## src/rtl/pak_coeff_loader.sv

```systemverilog
// Coefficient loader: streams N coefficients into pak_dsp's coefficient memory
// starting at BASE_ADDR, with an optional readback against a local shadow copy.
module pak_coeff_loader #(
    parameter int COEFF_WIDTH = 16,
    parameter int N           = 4,
    parameter int ADDR_WIDTH  = 8,
    parameter int BASE_ADDR   = 0
) (
    input  logic                       clk,
    input  logic                       arst_n,
    input  logic                       start,
    input  logic                       verify_en,
    input  logic [COEFF_WIDTH-1:0]     coeff_in,
    input  logic                       coeff_valid_in,
    output logic                       coeff_ready_out,
    output logic [ADDR_WIDTH-1:0]      addr,
    output logic                       write_en,
    output logic [COEFF_WIDTH-1:0]     wdata,
    input  logic [COEFF_WIDTH-1:0]     rdata,
    output logic                       busy,
    output logic                       done,
    output logic [$clog2(N+1)-1:0]     mismatch_cnt,
    output logic                       error
);

    // state   | meaning
    // IDLE    | waiting for start
    // WRITE   | accepting coefficients, one memory write per handshake
    // READ    | presenting readback addresses BASE_ADDR..BASE_ADDR+N-1
    // DRAIN   | last readback data still in flight
    // DONE    | completion; done pulses in the following cycle

    localparam int IDX_W = (N > 1) ? $clog2(N) : 1;
    localparam int CNT_W = $clog2(N + 1);
    localparam logic [IDX_W-1:0]      LAST_IDX = IDX_W'(N - 1);
    localparam logic [CNT_W-1:0]      CNT_MAX  = CNT_W'(N);
    localparam logic [ADDR_WIDTH-1:0] BASE     = ADDR_WIDTH'(BASE_ADDR);

    if (longint'(BASE_ADDR) + longint'(N) - 1 >= (longint'(1) << ADDR_WIDTH)) begin : g_addr_range_check
        $error("pak_coeff_loader: coefficient block does not fit in the address space");
    end

    typedef enum logic [2:0] {
        S_IDLE,
        S_WRITE,
        S_READ,
        S_DRAIN,
        S_DONE
    } state_t;

    state_t state, state_nxt;

    logic [IDX_W-1:0]       idx;
    logic [IDX_W-1:0]       ridx;
    logic                   verify_q;
    logic [COEFF_WIDTH-1:0] shadow [N];
    logic                   rd_v1, rd_v2;
    logic [IDX_W-1:0]       rd_idx1, rd_idx2;
    logic                   hs;

    assign coeff_ready_out = (state == S_WRITE);
    assign hs              = coeff_ready_out && coeff_valid_in;
    // busy stays up through the done pulse so a host never sees idle before completion
    assign busy            = (state != S_IDLE) || done;
    assign error           = (mismatch_cnt != '0);

    always_ff @(posedge clk or negedge arst_n) begin
        if (!arst_n) begin
            state <= S_IDLE;
        end else begin
            state <= state_nxt;
        end
    end

    always_comb begin
        state_nxt = state;
        case (state)
            S_IDLE:  if (start) state_nxt = S_WRITE;
            S_WRITE: if (hs && idx == LAST_IDX) state_nxt = verify_q ? S_READ : S_DONE;
            S_READ:  if (ridx == LAST_IDX) state_nxt = S_DRAIN;
            S_DRAIN: state_nxt = S_DONE;
            S_DONE:  state_nxt = S_IDLE;
            default: state_nxt = S_IDLE;
        endcase
    end

    always_ff @(posedge clk or negedge arst_n) begin
        if (!arst_n) begin
            idx          <= '0;
            ridx         <= '0;
            verify_q     <= 1'b0;
            addr         <= '0;
            write_en     <= 1'b0;
            wdata        <= '0;
            done         <= 1'b0;
            mismatch_cnt <= '0;
            rd_v1        <= 1'b0;
            rd_v2        <= 1'b0;
            rd_idx1      <= '0;
            rd_idx2      <= '0;
            for (int i = 0; i < N; i++) begin
                shadow[i] <= '0;
            end
        end else begin
            write_en <= 1'b0;
            done     <= (state == S_DONE);
            rd_v1    <= 1'b0;
            rd_v2    <= rd_v1;
            rd_idx2  <= rd_idx1;

            if (hs) begin
                shadow[idx] <= coeff_in;
                addr        <= BASE + ADDR_WIDTH'(idx);
                wdata       <= coeff_in;
                write_en    <= 1'b1;
                idx         <= idx + 1'b1;
            end

            if (state == S_READ) begin
                addr    <= BASE + ADDR_WIDTH'(ridx);
                rd_v1   <= 1'b1;
                rd_idx1 <= ridx;
                ridx    <= ridx + 1'b1;
            end

            // rd_v2 marks the cycle in which rdata belongs to rd_idx2
            if (rd_v2 && rdata != shadow[rd_idx2] && mismatch_cnt != CNT_MAX) begin
                mismatch_cnt <= mismatch_cnt + 1'b1;
            end

            if (state == S_IDLE && start) begin
                verify_q     <= verify_en;
                mismatch_cnt <= '0;
                idx          <= '0;
                ridx         <= '0;
            end
        end
    end

endmodule

```

## config.mk

```make
export PLATFORM = sky130hd
export DESIGN_NAME = pak_coeff_loader
export DESIGN_NICKNAME = d
export VERILOG_FILES = /design/src/rtl/pak_coeff_loader.sv
export SDC_FILE = /design/constraint.sdc
export NUM_CORES = 1
export LEC_CHECK = 0
export BUFFER_PORTS_ARGS = -buffer_cell sky130_fd_sc_hd__buf_2
export CAP_MARGIN = 20
export CORE_ASPECT_RATIO = 1.75
export CORE_UTILIZATION = 26
export DETAILED_ROUTE_END_ITERATION = 8
export SYNTH_ARGS = -nofsm -noshare
export SYNTH_HDL_FRONTEND = slang
export SYNTH_SLANG_ARGS = --single-unit
```

## constraint.sdc

```tcl
create_clock -name clk -period 3 [get_ports clk]
set_input_delay 0.45 -clock clk [delete_from_list [all_inputs] [get_ports clk]]
set_output_delay 0.45 -clock clk [all_outputs]
set_load 0.03 [all_outputs]
```

==> results of run 1 <==
-- flip-flops by register name (all words and copies together) (netlist names) --
register / count
state: 3
rd_idx2: 2
rd_v2: 1
rd_idx1: 2
mismatch_cnt: 3
verify_q: 1
addr: 2
write_en: 1
ridx: 2
idx: 2
shadow: 64
done: 1
wdata: 16
rd_v1: 1
-- cell type report --
type / instances / area, um^2
tap: 227 / 284
clock inverter: 7 / 56.3
sequential: 101 / 2530
multi-input combinational: 185 / 1900
inverter: 7 / 26.3
clock buffer: 9 / 225
timing repair buffer: 72 / 400
fill: 1724 / 11600
-- metal layers --
metal  routed length, um  track usage
met1                3870        0.138
met2                5360        0.205
met3                 350       0.0233
met4                 483       0.0780
met5                   0            0
-- kinds of logic (layout without fill, tap and decap cells) --
logic type	Yosys count	count (layout)	share of synthesized area
flops	101	101	0.555
mux	99	99	0.291
simple gates	43	43	0.0492
buf+inv	24	95	0.0313
xor+xnor	18	18	0.0363
compound gates	12	12	0.0168
fa+ha+maj	7	7	0.0192
other cells	1	6	0.000824
-- cells in the final DEF (no fill, tap or decap), drive strengths merged --
master,count
a31oi,1
and2,1
nor2,10
inv,10
nand2,20
o41ai,1
or4b,1
mux2,81
nor3b,3
clkbuf,9
o31ai,1
nor3,1
o311ai,1
clkinv,3
buf,72
o21ai,4
or3,1
clkinvlp,1
dfrtp,101
ha,7
nor4,1
nand4,4
a21oi,4
nand2b,1
mux2i,2
xnor2,18
conb,6
mux4,16
-- metrics by stage --
| stage | total power, mW | hold slack, ns | worst slack (ns) | util | std cells |
|---|---|---|---|---|---|
| finish | 5.36 | 0.00605 | 0.542 | 0.318 | 608 |
| detailed placement | 4.31 | 0.346 | 0.509 | 0.302 | 592 |
| global placement | 4.23 | 0.339 | 0.574 | 0.302 | 592 |
| global route | 5.70 | 0.0177 | 0.408 | 0.318 | 608 |
| floorplan | 3.73 | 0.154 | 0.531 | - | 310 |
| CTS | 5.45 | 0.00852 | 0.497 | 0.318 | 608 |
-- worst max-delay path, cell delays in order (launching register included) --
cell and delay [ns]:
dfrtp_1 0.32, buf_4 0.27, mux4_1 0.61, xnor2_1 0.19, nand4_2 0.14, nor4_4 0.51
o311ai_1 0.18, o41ai_1 0.10
-- power groups by stage --
stage | Clock, mW | Combinational [mW] | Sequential [mW]
floorplan | 0 | 1.26 | 2.47
detailed placement | 0 | 1.97 | 2.34
global placement | 0 | 1.92 | 2.30
finish | 1.11 | 1.95 | 2.31
CTS | 1.15 | 1.99 | 2.31
global route | 1.20 | 2.12 | 2.38
-- synthesized netlist by cell type (all sizes together), types with 2 or more instances --
cell type / instances / area share
mux4: 16 / 0.087
nor2: 10 / 0.0088
inv: 6 / 0.0049
buf: 14 / 0.023
a21oi: 4 / 0.0044
clkbuf: 3 / 0.0025
nand2: 20 / 0.016
mux2i: 2 / 0.0044
nand4: 4 / 0.0069
ha: 7 / 0.019
xnor2: 18 / 0.036
dfrtp: 101 / 0.56
nor3b: 3 / 0.0049
o21ai: 4 / 0.0044
mux2: 81 / 0.20
-- final timing paths --
kind / from / to / slack (ns)
worst max-delay path: rd_idx2[0] / mismatch_cnt[2] / 0.54
worst min-delay path: arst_n / wdata[5] / 0.006
worst max register to register: rd_idx2[0] / mismatch_cnt[2] / 0.54
worst min register to register: rd_v1 / rd_v2 / 0.36
max in group asynchronous: arst_n / wdata[9] / 2.25
min in group clk: verify_en / verify_q / 0.33
==> run metrics, run 1 <==
R2R depth=7; crit path launch type=flop; root buffer cell=clkbuf_16; crit path DAT=2.69 ns; first-pass GRT wire length=16.0 mm; maximum vdd drop=0.389 mV; clock share of power=0.207; Internal Power=3.54 mW; num rows=63; switch share=0.339; routability congestion estimate=0.731; antenna cells=0; final instance area=5420 um^2; share of layout cells above drive strength 1=0.475; Ports=69; postcts setup bufs=0; Detailed Routing Iterations Pass 1=4; Final Hold Fails=0; Slew @ Worst Pin=0.639 ns; total routing usage reported by global routing=0.121; Area after DPL=5140 um^2; cts hold-fix bufs=0; type of destination of the critical path=flop; core area=17000 um^2; power share of the sequential group=0.430; number of nets with antenna violations after routing=0; Port Buffers=62; mapped cell area=4550 um^2; Worst-path clk slew=0.07 ns; EDFF count, synth=0; die area=18100 um^2; CP max FO=16; Overflow after GRT=0; Worst EP required=3.23 ns; synth unique cells=36; ys flop type=dfrtp_1; crit path kind=flop to flop; net switching power=1.82 mW; dpl hpwl=7.28 mm; DRC=0; Setup Skew=0.00844 ns; combinational share of power=0.363; largest net degree at the start of global routing=78; fin crit period=2.46 ns; via/cell ratio=4.42; Final #Nets=420; Relative slew margins=0.571; initial antenna violation count=0; Die Span X=102 um; clock tree buffer depth=2; TritonCTS buffer count=9; initial DRC count=110; # H-tree levels=3; Final period util=0.819; PD cells=989 nW/um^2; fmax=407 MHz; Avg Cell Area, Syn=14.9 um^2; Fin Setup TNS=0 ns; max-cap viol count=0; Total Wirelength=10.1 mm; DIE HEIGHT=177 um; Final setup viols=0; vias in the first global route=3007; Initial Utilization=0.267; Final Max Tran Viols=0; RSZ-0062 raised after global routing=no; worst min path class=input port to async pin; TritonCTS clock tree=done; clk_lat worst skew=0.35 ns; Mapped Cells=305; CTS sink cnt=101; Routed WL per cell=16.5 um; post-cts resize count=0; yosys warns=0; Area growth, synth to finish=19.1%; #FFs+latches synth=101; status=finished, final reports clean; total vias in the final route=2686; post-synthesis async set-or-reset flop share=1.00; sequential fraction of the synthesis area=0.555; Leak=2.39 nW
Power figures use the tool's default switching activity.
==> inputs of run 2 (changes only) <==
- ABC_AREA: default -> 1
- clock period: 3 -> 2.1 ns (I/O delays scaled with it)
==> run 2 against run 1 <==
  * Power rose by 50%
  * Clock-buffer cell count rose by 1
  * Final cell count rose by 42%
  * Combinational power rose by 70%
  * Global-route usage rose by 0.58 points
  * Setup slack got worse by 0.28 ns
  * Sequential power rose by 41%
  * Synthesized area rose by 5.8%
  * Synthesized cell count rose by 87%
  * Critical path depth rose by 6
  * Critical endpoint is now mismatch_cnt[1]
==> run metrics, run 2 <==
Detailed Routing Iterations Pass 1=5; max reg flops=64; postcts setup bufs=0; share of layout cells above drive strength 1=0.190; Final #Nets=672; Total Wirelength=11.3 mm; Ports=69; #FFs+latches synth=101; Avg Cell Area, Syn=8.47 um^2; initial DRC count=206; fmax=544 MHz; Initial Utilization=0.267; CP max FO=18; ys flop type=dfrtp_1; worst min path class=input port to flop; sequential fraction of the synthesis area=0.525; crit-path most repeated cell=nand2_1; TritonCTS buffer count=9; Reg with most FFs=shadow; Area growth, synth to finish=15.8%; TritonCTS clock tree=done; RSZ-0062 raised after global routing=no; setup ws final=0.263 ns; post-synthesis async set-or-reset flop share=1.00; mapped cell area=4820 um^2; number of nets with antenna violations after routing=0; DIE HEIGHT=182 um; Slew @ Worst Pin=0.549 ns; Buf+Inv Stages, Crit Path=1; maximum vdd drop=0.731 mV; area leader, netlist=dfrtp_1; commonest non-fill, non-tap cell in the layout=nand2_1; net switching power=3.36 mW; combinational share of power=0.411; die area=19100 um^2; vias in the first global route=3700; pre-CTS WS=0.270 ns; dpl hpwl=8.09 mm; Setup Skew=0.00719 ns; status=finished, final reports clean; max incr delay on CP=0.49 ns; max-cap viol count=0; Worst-path clk slew=0.07 ns; # H-tree levels=3; top cells by count, synth=212 x nand2_1, 101 x dfrtp_1, 81 x o21ai_0; Final Hold Fails=0; total vias in the final route=3785; Final setup viols=0; Internal Power=4.69 mW; Reg area=2530 um^2; DRC=0; most common cell in the netlist=nand2_1; power share of the sequential group=0.404; Worst EP required=2.37 ns; largest cells by area after synthesis=dfrtp_1 52%, nand2_1 17%, o21ai_0 8.4%; clock tree buffer depth=2; first-pass GRT wire length=18.9 mm; initial antenna violation count=0; Die Span X=105 um; Area after DPL=5310 um^2; Finished Core Util=0.309; Overflow after GRT=0; type of destination of the critical path=flop; crit-path cells=buf_4, nand2_1, nand3_1, nand2_1, nand2_1, nand2_1, nor2_1, nand2_1, nor2_2, nand2_2, nand2_2, nand3_1, nand2_1; total routing usage reported by global routing=0.127; CTS sink cnt=101; Top Family by Delay on Critical Path=simple AND/OR/NAND/NOR gates; crit path kind=flop to flop; Routed WL per cell=13.1 um; Yosys top cell area share=0.525; antenna cells=0; fin crit period=1.84 ns; Final period util=0.875; synth unique cells=32; num rows=65; crit path launch type=flop; clk_lat worst skew=0.34 ns; largest net degree at the start of global routing=53; Overall Power=8.05 mW; Fin Setup TNS=0 ns; EDFF count, synth=0; final instance area=5580 um^2; crit path DAT=2.11 ns; Leak=2.86 nW; biggest regs=shadow x64, wdata x16; area of the multi-input gates=1940 um^2; routability congestion estimate=0.775; Port Buffers=62; core area=18100 um^2; commonest non-fill, non-tap cells in the layout=212 x nand2_1, 101 x dfrtp_1, 81 x o21ai_0; switch share=0.417; via/cell ratio=4.38; Relative slew margins=0.633; setup slack, reg-to-reg=0.26 ns; Mapped Cells=569; PD cells=1440 nW/um^2; fill count=1950; root buffer cell=clkbuf_16; slowest CP cell=dfrtp_1; clock share of power=0.184; Final Max Tran Viols=0; yosys warns=0
[run 2: changes by cell type after synthesis, sizes merged, moves of 12 or more]
cell    previous run  this run
nand3              0        39
clkbuf             3        16
mux4              16         0
mux2              81         0
inv                6        35
nor2              10        22
nand2             20       224
nand3b             0        13
o21ai              4        83
xnor2             18         0
[run 2: final timing paths]
kind,startpoint,end,cells past startpoint
max,rd_idx2[0],mismatch_cnt[1],13
min,verify_en,verify_q,3
max reg2reg,rd_idx2[0],mismatch_cnt[1],13
min reg2reg,rd_v1,rd_v2,0
max in group asynchronous,arst_n,wdata[10],3
min in group asynchronous,arst_n,write_en,2
[run 2: stage by stage]
| stage | hold slack, ns | instances |
|---|---|---|
| 4_1_cts | 0.166 | 865 |
| 5_1_grt | 0.164 | 865 |
| 3_5_place_dp | 0.307 | 850 |
| 6_report | 0.173 | 865 |
| 2_1_floorplan | 0.0194 | 574 |
| 3_3_place_gp | 0.310 | 850 |
[run 2: per-layer routing]
layer	track usage	part of all wire
met1	0.152	0.44
met2	0.228	0.51
met3	0.0182	0.028
met4	0.0524	0.022
met5	0	0
[run 2: what timing repair did]
item / in CTS / in global routing
hold endpoints to repair: 34 / 0
hold buffers: 1 / 0
gates resized for setup: 0 / 0
[run 2: power by group through the flow]
stage	Clock (mW)	Combinational, mW	Sequential, mW
after floorplan	0	2.30	3.52
after global placement	0	3.30	3.26
after detailed placement	0	3.36	3.27
after CTS	1.52	3.37	3.25
after global routing	1.61	3.80	3.36
final	1.48	3.31	3.25
[run 2: cells by family (layout without fill, tap and decap cells)]
logic type | after synthesis | in the layout | synth area share
AO/OA/AOI/OAI | 89 | 89 | 0.0953
XOR/XNOR | 1 | 1 | 0.00182
adder cells (fa/ha/maj) | 7 | 7 | 0.0182
buffers and inverters | 66 | 123 | 0.0761
flip-flops | 101 | 101 | 0.525
other | 1 | 6 | 0.000778
AND/OR/NAND/NOR | 304 | 304 | 0.283
[run 2: area by class of cell]
type	instances	share of cell area
timing repair buffer	74	0.0749
inverter	35	0.0253
clock inverter	4	0.00493
tap	234	0.0525
sequential	101	0.453
multi-input combinational	407	0.348
clock buffer	10	0.0410
[run 2: worst min-delay path, delay by kind of cell]
| family | cells | cell delay (ns) |
|---|---|---|
| simple gates | 2 | 0.08 |
| buf+inv | 1 | 0.08 |
